===== src/rtl/act_replay_fifo.sv =====
// Activation FIFO that replays each popped entry on dout for a latched number of consumer beats.
// Back-to-back entries load on the final beat of the previous one, so the output has no bubble.
module act_replay_fifo #(
  parameter int WIDTH    = 8,
  parameter int LANES    = 4,
  parameter int DEPTH    = 16,
  parameter int PREC_W   = 4,
  parameter int AFULL_TH = DEPTH - 2
) (
  input  logic                       clk,
  input  logic                       rst,
  input  logic                       wr_en,
  input  logic [LANES*WIDTH-1:0]     din,
  input  logic                       rd_en,
  input  logic [PREC_W-1:0]          precision,
  output logic [LANES*WIDTH-1:0]     dout,
  output logic                       dout_valid,
  output logic                       last,
  output logic                       full,
  output logic                       empty,
  output logic                       almost_full,
  output logic [$clog2(DEPTH):0]     level,
  output logic                       wr_drop
);

  localparam int DW = LANES * WIDTH;
  localparam int AW = $clog2(DEPTH);
  localparam int LW = AW + 1;
  localparam logic [LW-1:0] DEPTH_LV = LW'(DEPTH);
  localparam logic [LW-1:0] AFULL_LV = LW'(AFULL_TH);

  typedef enum logic {IDLE, REPLAY} state_t;

  state_t              state_reg;
  logic [DW-1:0]       mem [DEPTH];
  logic [AW-1:0]       wr_ptr_reg;
  logic [AW-1:0]       rd_ptr_reg;
  logic [LW-1:0]       level_reg;
  logic [PREC_W-1:0]   rep_cnt_reg;
  logic [PREC_W-1:0]   prec_reg;
  logic [DW-1:0]       dout_reg;
  logic                valid_reg;
  logic                drop_reg;

  logic wr_acc;
  logic beat;
  logic pop;

  assign full        = (level_reg == DEPTH_LV);
  assign empty       = (level_reg == '0);
  assign almost_full = (level_reg >= AFULL_LV);
  assign level       = level_reg;
  assign dout        = dout_reg;
  assign dout_valid  = valid_reg;
  assign wr_drop     = drop_reg;

  // prec_reg is never 0 while valid_reg is high, so the subtraction cannot wrap there.
  assign last   = valid_reg && (rep_cnt_reg == prec_reg - PREC_W'(1));
  assign wr_acc = wr_en && !full;
  assign beat   = valid_reg && rd_en;
  // A pop happens either from IDLE or on the final beat of the current entry.
  assign pop    = rd_en && !empty && ((state_reg == IDLE) || last);

  // Storage array is deliberately left out of reset; stale words are never read before rewrite.
  always_ff @(posedge clk) begin
    if (wr_acc) begin
      mem[wr_ptr_reg] <= din;
    end
  end

  always_ff @(posedge clk or posedge rst) begin
    if (rst) begin
      state_reg   <= IDLE;
      wr_ptr_reg  <= '0;
      rd_ptr_reg  <= '0;
      level_reg   <= '0;
      rep_cnt_reg <= '0;
      prec_reg    <= '0;
      dout_reg    <= '0;
      valid_reg   <= 1'b0;
      drop_reg    <= 1'b0;
    end else begin
      drop_reg  <= wr_en && full;
      level_reg <= level_reg + LW'(wr_acc) - LW'(pop);
      if (wr_acc) begin
        wr_ptr_reg <= wr_ptr_reg + AW'(1);
      end
      if (pop) begin
        dout_reg    <= mem[rd_ptr_reg];
        rd_ptr_reg  <= rd_ptr_reg + AW'(1);
        rep_cnt_reg <= '0;
        prec_reg    <= (precision == '0) ? PREC_W'(1) : precision;
        state_reg   <= REPLAY;
        valid_reg   <= 1'b1;
      end else if (beat) begin
        if (last) begin
          state_reg <= IDLE;
          valid_reg <= 1'b0;
        end else begin
          rep_cnt_reg <= rep_cnt_reg + PREC_W'(1);
        end
      end
    end
  end

endmodule


===== config.mk =====
export PLATFORM = sky130hd
export DESIGN_NAME = act_replay_fifo
export DESIGN_NICKNAME = d
export VERILOG_FILES = /design/src/rtl/act_replay_fifo.sv
export SDC_FILE = /design/constraint.sdc
export NUM_CORES = 1
export LEC_CHECK = 0
export ABC_AREA = 1
export CAP_MARGIN = 15
export CORE_ASPECT_RATIO = 0.8
export CORE_MARGIN = 4
export CORE_UTILIZATION = 50
export DETAILED_ROUTE_END_ITERATION = 7
export DONT_BUFFER_PORTS = 1
export PLACE_DENSITY = 0.65
export SYNTH_ARGS = -nofsm -noshare
export SYNTH_HDL_FRONTEND = slang
export SYNTH_SLANG_ARGS = --single-unit

===== constraint.sdc =====
create_clock -name clk -period 2.8 [get_ports clk]
set_clock_uncertainty 0.15 [all_clocks]
set_input_delay 0.7 -clock clk [delete_from_list [all_inputs] [get_ports clk]]
set_output_delay 0.7 -clock clk [all_outputs]
set_load 0.005 [all_outputs]

==> results of run 1 <==
-- power by group through the flow --
stage | Clock, mW | Sequential [mW] | Combinational [mW]
2_1_floorplan | 0 | 10.6 | 2.16
3_3_place_gp | 0 | 10.6 | 3.07
3_5_place_dp | 0 | 10.6 | 3.14
4_1_cts | 7.56 | 10.5 | 3.30
5_1_grt | 7.92 | 10.5 | 3.69
6_report | 7.44 | 10.5 | 3.30
-- kinds of logic after synthesis --
logic type               synth area share
AO/OA/AOI/OAI                    0.001468
AND/OR/NAND/NOR                    0.2135
buffers and inverters             0.09439
XOR/XNOR                         0.004254
flip-flops                         0.6779
adder cells (fa/ha/maj)          0.008406
-- cells in the mapped netlist (all sizes together) --
library cell  count
xnor2             3
nand4             2
edfxtp          512
xor2              9
a21oi             3
nor2             23
buf             106
o211ai            1
o21ai             2
fa                1
or2               1
clkbuf           13
inv             416
clkinv            1
nand2           787
nand3           438
ha               15
dfrtp            55
nor3              1
-- layout make-up --
cell class,instances,share of cell area
Clock inverter,35,0.01263
Inverter,417,0.05632
Sequential cell,567,0.5998
Multi-Input combinational cell,1286,0.2060
Clock buffer,67,0.05158
Timing Repair Buffer,116,0.04558
Tap cell,629,0.02816
-- worst max path at each step --
stage	from	to	slack, ns	depth (start not counted)
floorplan	level[2]	mem[0][0]	-0.30	7
global placement	prec_reg[0]	level[4]	0.14	15
detailed placement	prec_reg[0]	level[4]	0.09	15
CTS	prec_reg[0]	last	0.04	6
global route	prec_reg[0]	last	0.004	6
finish	prec_reg[0]	last	0.13	6
-- what timing repair did --
item,4_1_cts,5_1_grt
hold buffers,49,7
setup buffers,0,1
hold endpoints to repair,301,11
resized for setup,0,4
setup endpoints to repair,0,2
-- layer usage --
layer,GRT usage,vias up
li1,-,7811
met1,0.3307,7919
met2,0.3810,593
met3,0.03866,101
met4,0.06582,0
met5,0,-
-- per-stage QoR --
step,util,hold slack [ns]
after global placement,0.5257,0.3136
final,0.5745,0.02957
after detailed placement,0.5257,0.3219
after floorplan,-,0.2919
after CTS,0.5727,0.00002592
after global routing,0.5745,0.0003286
==> results.md, run 1 <==
- Outcome: completed
- Slowest cell on the critical path: dfrtp_1
- Bufs on Longest Clock Path: 3
- Largest register FFs: 512
- Worst-margin pin slew: about 0.73 ns
- Syn-to-layout area delta: 13.11%
- Critical path cell sequence: inv_1 -> ha_1 -> xnor2_1 -> nor2_1 -> nand3_2 -> nor2_2
- Clock share of power: 0.351
- Top-area cell type share of the netlist area: 0.6222
- Final setup viols: 0
- DR vias: 16420
- Critical path's largest stage delay: 0.35 ns
- Iter 0 DRT Violations: 1620
- Post-Syn Nets: roughly 2400
- Clock-pin slew on the worst setup and hold paths: roughly 0.060 ns
- Antenna violations before repair: 0
- Clk root buf: clkbuf_16
- Ant. Diodes: 0
- TritonRoute pass-1 iters: 5
- CP delay by family, top: simple AND/OR/NAND/NOR gates
- #FFs+latches synth: about 570
- Number of global-route vias before repair: 15820
- Buf+Inv Stages, Crit Path: 1
- First-pass GRT wire length: 95020 um
- Worst EP arrival: 1.82 ns
- Hold crit path type: in -> reg
- # DRC: 0
- Pwr per Cell Area: 758.5 nW/um2
- Comb pwr share: 0.156
- Sequential share of the synthesized area: 0.6779
- Post-synthesis cell count: around 2400
- Cell taking the most area after synthesis: edfxtp_1
- CTS sink cnt: 567
- Commonest non-fill, non-tap cell in the layout: nand2_1
- Crit path kind: reg -> out
- Highest layer used for signal routing: met4
- Max-Cap Viols: 0
- Area post-placement: 25570 um2
- Net Sw Frac: 0.2742
- Crit path max fanout: 3
- FF+latch area: ~17000 um2
- RSZ-0062 raised after global routing: false
- Pin count of the biggest net entering global routing: 110
- Routed wl met2: 29040 um
- Post-Place Worst Slack: 0.08914 ns
- Width of the die: between 200 and 300 um
- Setup TNS Final: 0 ns
- Hold path start: din[2]
- Power, Total: 21.20 mW
- Worst EP required: around 2.0 ns
- Final layout net count: 2499
- FF-to-FF Start: prec_reg[0]
- Ranking of synthesized cells by area: edfxtp_1 (62%), nand2_1 (12%), nand3_1 (8.9%)
- Num CTS Buffers: 55
- IO Pins: 83
- IO buf count: 0
- Reg2reg setup slack: 0.19 ns
- Starting Density: 0.5079
- Multi-input logic area: ~5800 um2
- Crit start category: register
- Relative slew slack: 0.5113
- Setup WS post-layout: approximately 0.13 ns
- Avg Inst Size Synth: 10.34 um2
- Worst skew pair latency: 0.63 ns
- Pint: 15.39 mW
- P_sw: 5.812 mW
- Num rows: 72
- Final HPWL DP: roughly 33000 um
- Most frequent cells in the layout: nand2_1 (785), edfxtp_1 (512), nand3_1 (437), inv_1 (409), dlygate4sd3_1 (56)
- Synth warn: 0
- CTS tree: yes
- Hold endpoint: mem[2][2]
- Leakage power: 12.10 nW
- Core box area: just under 50000 um2
- Flop pwr share: 0.493
- Max Freq: 0.3744 GHz
- Via/cell ratio: 5.269
- Tmin final: 2.671 ns
- FILL cells: 4072
- Met1 WL: ~27000 um
- FF-to-FF End: level[4]
- Non-Filler Instances: a little over 3000
- Critical path endpoint category: output port
- Die Ht: just over 200 um
- R2R cell count: 15
- Period utilization: 0.9540
- Final Cell Area: around 28000 um2
- Synthesized area: 24710 um2
- Metal3 WL: 4538 um
- # H-tree levels: 2
- Peak supply drop: 0.0005305 V
- Total track usage: 0.2337
- ANT nets after route: 0
- Gr ovfl total: 0
- Total wire length: 62040 um
- Placed cells: 2958
- Endpoints failing hold: 0
- Hold Path Cell Cnt: 0
- Routed WL per cell: 19.90 um
- Synth cell types: 29
- Die ar.: about 53000 um2
- Slew Limit Fails: 0
- GP Congestion: 0.8055
- Fraction of layout cells with a size suffix above 1: 0.07114
(Power assumes the default switching activity.)
==> run 2: changes to the inputs <==
- RECOVER_POWER: default -> 50
- REMOVE_ABC_BUFFERS: default -> 1
==> run 2 against run 1 <==
Non-clock buffer count is 61 lower; power fell by 1.1%; sequential share of layout area up 1.1 points; combinational power shrank 3%; via count shrank 2.9%; first-iteration DRC count down 9.4%; largest power group unchanged.
==> results.md, run 2 (synthesis results as in run 1) <==
- Post-Place Worst Slack: 0.08067 ns
- Max-Cap Viols: 0
- CTS sink cnt: about 570
- Hold crit path type: in -> reg
- Relative slew slack: 0.1917
- Die Ht: around 210 um
- Total track usage: 0.2211
- GP Congestion: 0.7662
- DR vias: 15950
- Clock share of power: 0.348
- Antenna violations before repair: 0
- Power, Total: roughly 21 mW
- Crit path kind: reg -> out
- Num rows: 72
- Final layout net count: 2438
- Final HPWL DP: 30670 um
- Via/cell ratio: 5.218
- Total wire length: about 58000 um
- Final Cell Area: 27440 um2
- Ant. Diodes: 0
- Area post-placement: about 26000 um2
- Final setup viols: 0
- IO buf count: 0
- Num CTS Buffers: 55
- Setup WS post-layout: 0.1091 ns
- Worst EP required: 1.95 ns
- Die ar.: 53060 um2
- Max Freq: 0.3716 GHz
- Number of global-route vias before repair: 15760
- P_sw: between 5 and 6 mW
- Routed WL per cell: 19.05 um
- Outcome: completed
- Pin count of the biggest net entering global routing: 132
- Fraction of layout cells with a size suffix above 1: 0.07208
- Net Sw Frac: 0.2686
- Clk root buf: clkbuf_16
- Largest register FFs: 512
- Pwr per Cell Area: 763.6 nW/um2
- Bufs on Longest Clock Path: 3
- TritonRoute pass-1 iters: 5
- Crit start category: register
- IO Pins: 83
- Starting Density: 0.5079
- Slew Limit Fails: 0
- Tmin final: around 2.7 ns
- Final Util: 0.5641
- # H-tree levels: 2
- # DRC: 0
- Width of the die: 256.5 um
- Worst-margin pin slew: 1.206 ns
- Peak supply drop: around 0.00057 V
- Critical path endpoint category: output port
- Commonest non-fill, non-tap cell in the layout: nand2_1
- CTS tree: yes
- Comb pwr share: 0.153
- Gr ovfl total: 0
- Clock-pin slew on the worst setup and hold paths: 0.06 ns
- Most frequent cells in the layout: nand2_1 (785), edfxtp_1 (512), nand3_1 (437), inv_1 (407), clkbuf_16 (57)
- Leakage power: approximately 12 nW
- Core box area: slightly below 50000 um2
- First-pass GRT wire length: 90680 um
- ANT nets after route: 0
- Flop pwr share: 0.499
- Syn-to-layout area delta: 11.07%
- Worst EP arrival: 1.84 ns
- Iter 0 DRT Violations: 1468
- Endpoints failing hold: 0
- Pint: roughly 15 mW
- Worst skew pair latency: 0.60 ns
- Fin Hold WS: 0.04287 ns
- Crit path max fanout: 3
- Period utilization: 0.9610
-- run 2: final cells by class --
cell class	instances	area [um2]
fill	4061	21200
sequential	567	16760
inverter	417	1574
tap	629	787.0
clock inverter	19	173.9
multi-input combinational	1286	5784
timing repair buffer	55	765.7
clock buffer	84	1598
-- run 2: final timing paths --
check	endpoint	cells after the start	from	slack, ns
max	last	6	prec_reg[0]	0.11
min	mem[11][5]	0	din[5]	0.04
max reg2reg	level[4]	18	prec_reg[0]	0.17
min reg2reg	dout[5]	2	dout[5]	0.35
max in group asynchronous	rd_ptr_reg[1]	3	rst	1.08
min in group asynchronous	dout[2]	2	rst	0.64
-- run 2: metal layers --
layer	global-route usage	vias up	part of all wire
met2	0.3617	541	0.47
li1	-	7683	-
met5	0	-	0
met3	0.03574	109	0.067
met4	0.07848	0	0.032
met1	0.3056	7619	0.43
-- run 2: repair_timing --
item	4_1_cts	5_1_grt
hold buffers	1	0
pin swaps	0	8
buffers inserted	0	2
setup endpoints to repair	1	2
gates resized for setup	1	9
endpoints found under the hold margin	16	0
-- run 2: through the flow --
| step | cells | setup TNS, ns |
|---|---|---|
| after floorplan | 2270 | -315.83 |
| after global placement | 2951 | 0 |
| after detailed placement | 2951 | 0 |
| after CTS | 3055 | 0 |
| after global routing | 3057 | -0.01138 |
| final | 3057 | 0 |
-- run 2: power groups by stage --
stage,combinational [mW],sequential (mW),clock [mW]
after floorplan,1.96,10.7,0
after global placement,3.09,10.6,0
after detailed placement,3.15,10.6,0
after CTS,3.18,10.5,7.42
after global routing,3.59,10.5,7.82
final,3.20,10.5,7.30
-- run 2: worst max-delay path, cell delays in order, from the launching register on --
cell	delay, ns
dfrtp_1	0.41
inv_2	0.09
ha_4	0.20
xnor2_2	0.13
nor2_2	0.14
nand3_2	0.14
nor2_4	0.14
